### src/rtl/mult_div_unit.sv
`default_nettype none
// ============================================================================
// Module      : mult_div_unit
// Description : Sequential 32-iteration multiply / divide unit for the
//               multicycle MIPS datapath. Radix-2 shift-add multiply and
//               restoring divide on operand magnitudes, with sign correction
//               applied in a final FIX cycle before HI/LO are written.
//               Optional feature macro: UNSIGNED_OPS_EN (enables multu/divu
//               through op_unsigned; when undefined all ops are signed).
// Revision    : 1.0 - initial release
// ============================================================================
module mult_div_unit #(
    parameter int WIDTH = 32
) (
    input  logic             clk,
    input  logic             reset,
    input  logic             start,
    input  logic             op_div,
    input  logic             op_unsigned,
    input  logic [WIDTH-1:0] a_operand,
    input  logic [WIDTH-1:0] b_operand,
    output logic             busy,
    output logic             done,
    output logic             div_zero,
    output logic [WIDTH-1:0] hi,
    output logic [WIDTH-1:0] lo
);

    localparam logic [2:0] c_st_idle = 3'd0;
    localparam logic [2:0] c_st_run  = 3'd1;
    localparam logic [2:0] c_st_fix  = 3'd2;
    localparam logic [2:0] c_st_done = 3'd3;
    localparam logic [2:0] c_st_zero = 3'd4;

    localparam logic [5:0] c_last_iter = 6'(WIDTH - 1);

    logic [2:0]         r_state;
    logic [2:0]         w_state_nxt;
    logic [5:0]         r_cnt;
    // {upper accumulator / remainder (WIDTH+1), multiplier / quotient (WIDTH)}
    logic [2*WIDTH:0]   r_acc;
    // Multiplicand for multiply, divisor for divide (magnitude)
    logic [WIDTH-1:0]   r_opnd;
    logic               r_op_div;
    logic               r_neg_a;
    logic               r_neg_b;
    logic               r_dz;
    logic [WIDTH-1:0]   r_hi;
    logic [WIDTH-1:0]   r_lo;

    logic               w_signed;
    logic               w_accept;
    logic               w_div_zero_req;
    logic               w_a_neg;
    logic               w_b_neg;
    logic [WIDTH-1:0]   w_a_mag;
    logic [WIDTH-1:0]   w_b_mag;

    logic [WIDTH:0]     w_mul_sum;
    logic [2*WIDTH:0]   w_mul_next;
    logic [WIDTH:0]     w_rem_sh;
    logic [WIDTH-1:0]   w_quo_sh;
    logic [WIDTH+1:0]   w_div_diff;
    logic [2*WIDTH:0]   w_div_next;

    logic [2*WIDTH-1:0] w_prod;
    logic [2*WIDTH-1:0] w_prod_fix;
    logic [WIDTH-1:0]   w_quo_fix;
    logic [WIDTH-1:0]   w_rem_fix;

`ifdef UNSIGNED_OPS_EN
    assign w_signed = ~op_unsigned;
`else
    // op_unsigned has no effect in this build; every operation is signed
    logic w_unused_op_unsigned;
    assign w_unused_op_unsigned = op_unsigned;
    assign w_signed             = 1'b1;
`endif

    // Operand magnitudes and signs captured on acceptance
    assign w_a_neg = w_signed & a_operand[WIDTH-1];
    assign w_b_neg = w_signed & b_operand[WIDTH-1];
    assign w_a_mag = w_a_neg ? -a_operand : a_operand;
    assign w_b_mag = w_b_neg ? -b_operand : b_operand;

    assign w_accept       = start & ((r_state == c_st_idle) | (r_state == c_st_done));
    assign w_div_zero_req = op_div & (b_operand == '0);

    // Shift-add step: conditional add into the upper half, then shift right
    assign w_mul_sum  = r_acc[2*WIDTH:WIDTH] + (r_acc[0] ? {1'b0, r_opnd} : '0);
    assign w_mul_next = {1'b0, w_mul_sum, r_acc[WIDTH-1:1]};

    // Restoring divide step: shift remainder:quotient left, trial subtract
    assign w_rem_sh   = r_acc[2*WIDTH-1:WIDTH-1];
    assign w_quo_sh   = {r_acc[WIDTH-2:0], 1'b0};
    assign w_div_diff = {1'b0, w_rem_sh} - {2'b00, r_opnd};
    assign w_div_next = w_div_diff[WIDTH+1] ? {w_rem_sh, w_quo_sh}
                                            : {w_div_diff[WIDTH:0], w_quo_sh[WIDTH-1:1], 1'b1};

    // Sign correction; quotient truncates toward zero, remainder follows dividend
    assign w_prod     = r_acc[2*WIDTH-1:0];
    assign w_prod_fix = (r_neg_a ^ r_neg_b) ? -w_prod : w_prod;
    assign w_quo_fix  = (r_neg_a ^ r_neg_b) ? -r_acc[WIDTH-1:0] : r_acc[WIDTH-1:0];
    assign w_rem_fix  = r_neg_a ? -r_acc[2*WIDTH-1:WIDTH] : r_acc[2*WIDTH-1:WIDTH];

    // State register
    always_ff @(posedge clk) begin
        if (reset) begin
            r_state <= c_st_idle;
        end else begin
            r_state <= w_state_nxt;
        end
    end

    // Next-state logic
    always_comb begin
        w_state_nxt = r_state;
        case (r_state)
            c_st_idle, c_st_done: begin
                if (w_accept) begin
                    w_state_nxt = w_div_zero_req ? c_st_zero : c_st_run;
                end else begin
                    w_state_nxt = c_st_idle;
                end
            end
            c_st_run: begin
                if (r_cnt == c_last_iter) begin
                    w_state_nxt = c_st_fix;
                end
            end
            c_st_fix:  w_state_nxt = c_st_done;
            c_st_zero: w_state_nxt = c_st_done;
            default:   w_state_nxt = c_st_idle;
        endcase
    end

    // Operand capture, iteration datapath and HI/LO result registers
    always_ff @(posedge clk) begin
        if (reset) begin
            r_cnt    <= '0;
            r_acc    <= '0;
            r_opnd   <= '0;
            r_op_div <= 1'b0;
            r_neg_a  <= 1'b0;
            r_neg_b  <= 1'b0;
            r_dz     <= 1'b0;
            r_hi     <= '0;
            r_lo     <= '0;
        end else if (w_accept) begin
            r_cnt    <= '0;
            r_op_div <= op_div;
            r_neg_a  <= w_a_neg;
            r_neg_b  <= w_b_neg;
            r_dz     <= w_div_zero_req;
            r_opnd   <= op_div ? w_b_mag : w_a_mag;
            r_acc    <= {{(WIDTH+1){1'b0}}, (op_div ? w_a_mag : w_b_mag)};
        end else if (r_state == c_st_run) begin
            r_cnt <= r_cnt + 6'd1;
            r_acc <= r_op_div ? w_div_next : w_mul_next;
        end else if (r_state == c_st_fix) begin
            if (r_op_div) begin
                r_hi <= w_rem_fix;
                r_lo <= w_quo_fix;
            end else begin
                r_hi <= w_prod_fix[2*WIDTH-1:WIDTH];
                r_lo <= w_prod_fix[WIDTH-1:0];
            end
        end
    end

    assign busy     = (r_state == c_st_run) | (r_state == c_st_fix) | (r_state == c_st_zero);
    assign done     = (r_state == c_st_done);
    assign div_zero = done & r_dz;
    assign hi       = r_hi;
    assign lo       = r_lo;

endmodule
`default_nettype wire

### config.mk
export PLATFORM = sky130hd
export DESIGN_NAME = mult_div_unit
export DESIGN_NICKNAME = d
export VERILOG_FILES = /design/src/rtl/mult_div_unit.sv
export SDC_FILE = /design/constraint.sdc
export NUM_CORES = 1
export LEC_CHECK = 0
export CAP_MARGIN = 20
export CORE_ASPECT_RATIO = 0.5
export CORE_MARGIN = 10
export CORE_UTILIZATION = 59
export DETAILED_ROUTE_END_ITERATION = 7
export GPL_TIMING_DRIVEN = 0
export PLACE_DENSITY = 0.82
export REMOVE_ABC_BUFFERS = 1
export SLEW_MARGIN = 20
export SYNTH_ARGS = -nofsm -noshare
export SYNTH_HDL_FRONTEND = slang
export SYNTH_SLANG_ARGS = --single-unit
### constraint.sdc
create_clock -name clk -period 4.9 [get_ports clk]
set_input_delay 1.47 -clock clk [delete_from_list [all_inputs] [get_ports clk]]
set_output_delay 1.47 -clock clk [all_outputs]
set_load 0.01 [all_outputs]
==> qor.yml <==
critical_path_buffers_and_inverters: 2
run_status: "complete, no violations"
number_of_synthesis_warnings: 0
cts-buffers-inserted: 17
synthFlopType: "sky130_fd_sc_hd__dfxtp_1"
crit-reg2reg-launch: "r_acc[0]"
drt_pre_antenna_iters: 6
syn2layout_area_growth_pct: 14.57
syn_area_mm2: 0.01417
synth-seq-area-share_pct: 24.59
setup-violations-final: 0
max_cap_violations: 0
diodes: 0
most_used_cell_along_the_critical_path: "sky130_fd_sc_hd__nor3_1"
antenna_violating_nets_post_route: 0
synth_area_leaders: "sky130_fd_sc_hd__dfxtp_1 (25%), sky130_fd_sc_hd__a21oi_1 (6.5%), sky130_fd_sc_hd__nand2_1 (6.3%), sky130_fd_sc_hd__ha_1 (6.1%), sky130_fd_sc_hd__xor2_1 (6.1%)"
grt_antenna_before_repair: 0
r2r_setup_slack_ns: 0.31
post_cts_buffers: 0
placementRows: 39
count_of_cells_resized_by_post_cts_repair: 0
clk-insertion-delay-late_ns: 0.47
initial_util_pct: 60.99
vias_in_the_first_global_route: 13479
regToRegEndpoint: "hi[18]"
timing.clock.skew_ns: 0.01259
max_freq_ghz: 0.2179
class_of_the_most_critical_setup_path: "register to register"
slew_headroom_pct: 29.09
critical-path-max-stage-delay_ns: 0.75
post-route-cell-area_mm2: 0.01623
synth.distinct_cells: 79
yosys.area.top_type_share_pct: 24.59
yosys.cell_count.top_type: "sky130_fd_sc_hd__nand2_1"
synth_edf_count: 0
placedCellCount: 2271
cp_data_required_time_ns: 5.29
fin_crit_ns: 4.589
slew_viol_final: 0
number_of_buffers_on_the_longest_clock_path: 2
core_area_mm2: 0.02323
crit_path_cell_trace: "inv_2 > ha_1 > inv_1 > nor3_1 > nand3_1 > nor3_1 > nor2_1 > o41ai_1 > xor2_1 > a211oi_1"
clock_tree_from_tritoncts: "built"
vias: 14934
cts_sinks: 174
timing.reg2reg.worst_path_depth: 10
powerDensity_mw_per_mm2: 334.4
synthTopCellsByCount: "sky130_fd_sc_hd__nand2_1 (236), sky130_fd_sc_hd__nor2_1 (192), sky130_fd_sc_hd__a21oi_1 (184), sky130_fd_sc_hd__dfxtp_1 (174), sky130_fd_sc_hd__o21ai_0 (151)"
syn_area_per_cell_um2: 7.306
wirelength_um: 47290
path_delay_family: "simple AND/OR/NAND/NOR gates"
cts_root_buf: "sky130_fd_sc_hd__clkbuf_16"
detail_route.drc_violations: 0
power.ir.vdd_worst_mv: 0.2237
nets: 2123
design.portCount: 136
io_buffers: 134
startpoint_type: "register"
syn-instance-count: 1939
timing.critical_path.to: "hi[18]"
maximum_number_of_pins_on_one_net_before_global_route_repair: 85
dpl_cell_area_mm2: 0.01565
static_leakage_uw: 0.006237
timing.final.crit_share_pct: 93.66
routedWlPerCell_um: 20.53
worstSetupEndpointType: "register"
post_layout_cell_count: 2303
gr-total-overflow: 0
timing.critical_path.fanout_max: 33
worst_hold_path_type: "register to register"
die_area_mm2: 0.03098
gr-usage-all-layers_pct: 29.61
die_h_um: 129.6
synth_top_area_cell: "sky130_fd_sc_hd__dfxtp_1"
setup.worst_path.start: "r_acc[0]"
worst_setup_hold_path_clk_slew_ns: 0.07
detail_route.vias_per_cell: 6.485
hold_buffers: 0
path_depth: 10
share_of_layout_cells_above_drive_strength_1_pct: 5.210
fin_setup_tns_ns: 0
worst_ep_arrival_time_ns: 4.98
postSynth.asyncResetShare_pct: 0
crit_path_top_delay_cell: "sky130_fd_sc_hd__o41ai_1"
floorplan.die.width_um: 239.1
detail_route.iter0.violations: 1686
worstMarginPinSlew_ns: 1.060
detailed_place_hpwl_um: 35270
grt_pass1_wl_um: 73880
postSynthRegisterBits: 174
rsz_0062_raised_after_global_routing: "false"
finalHoldViolCount: 0
h-tree-depth: 4
globalplace.congestion: 0.9954
## worst min-delay path by stage
stage | from | to | cells after the start
global route | r_opnd[12] | r_opnd[12] | 2
global placement | r_opnd[2] | r_opnd[2] | 2
CTS | r_opnd[12] | r_opnd[12] | 2
detailed placement | r_opnd[12] | r_opnd[12] | 2
floorplan | r_opnd[10] | r_opnd[10] | 2
finish | r_opnd[6] | r_opnd[6] | 2
## final cells by class
type	count	area (um2)
inverter	66	247.7
clock buffer	17	425.4
multi-input combinational	1574	9997
clock inverter	15	153.9
tap	307	384.1
timing repair buffer	150	1535
fill	2037	6997
sequential	174	3487
## worst min-delay path, delay by kind of cell (launching register included)
kind,cells,cell delay [ns]
and+or+nand+nor,1,0.05
AOI/OAI and AO/OA,1,0.05
DFF,1,0.31
## cell usage in the layout (no fill, tap or decap), types with 34 or more instances in the layout
master                            netlist  layout
sky130_fd_sc_hd__nand3_1               41      39
sky130_fd_sc_hd__nor2_1               192     191
sky130_fd_sc_hd__xor2_1                98      98
sky130_fd_sc_hd__a211oi_1              58      58
sky130_fd_sc_hd__clkdlybuf4s50_1        0     130
sky130_fd_sc_hd__dfxtp_1              174     173
sky130_fd_sc_hd__o211ai_1              59      59
sky130_fd_sc_hd__xnor2_1               73      73
sky130_fd_sc_hd__mux2i_1               34      34
sky130_fd_sc_hd__inv_1                 66      65
sky130_fd_sc_hd__ha_1                  69      69
sky130_fd_sc_hd__o21ai_0              151     151
sky130_fd_sc_hd__nand2_1              236     236
sky130_fd_sc_hd__a21oi_1              184     184
## where the power goes
part	switching (uW)	internal [uW]	total [uW]
Sequential	205	1550	1760
Combinational	1370	922	2290
Clock	664	715	1380
## flip-flops by register name, indices dropped and copies added (netlist names), 3 cells and up
signal / cells
hi: 32
r_opnd: 32
r_acc: 65
lo: 32
r_state: 3
r_cnt: 6
## through the flow
stage,util [%],setup slack (ns),hold WS [ns],power (uW)
2_1_floorplan,-,-2.505,0.4258,3274
3_3_place_gp,66.36,-5.984,0.4406,3986
3_5_place_dp,67.38,0.03834,0.4462,3997
4_1_cts,69.88,0.3551,0.4541,5378
5_1_grt,69.88,0.06616,0.4734,5711
6_report,69.88,0.3107,0.4556,5427
## cells by family (layout without fill, tap and decap cells)
logic type / after synthesis / in the layout / share of synthesized area (%)
and+or+nand+nor: 643 / 643 / 21.13
AOI/OAI and AO/OA: 644 / 644 / 28.93
muxes: 45 / 45 / 3.277
DFF: 174 / 174 / 24.59
xor gates and xnor gates: 171 / 171 / 10.57
buffers and inverters: 191 / 248 / 5.123
adders and majority gates: 71 / 71 / 6.377
## metal layers
layer / global-route usage [%] / wire length, um
met5: 0 / 0
met4: 8.857 / 857
met3: 5.882 / 4683
met2: 47.20 / 21190
met1: 39.92 / 20560
No activity file was read; power rests on OpenSTA's default activity.
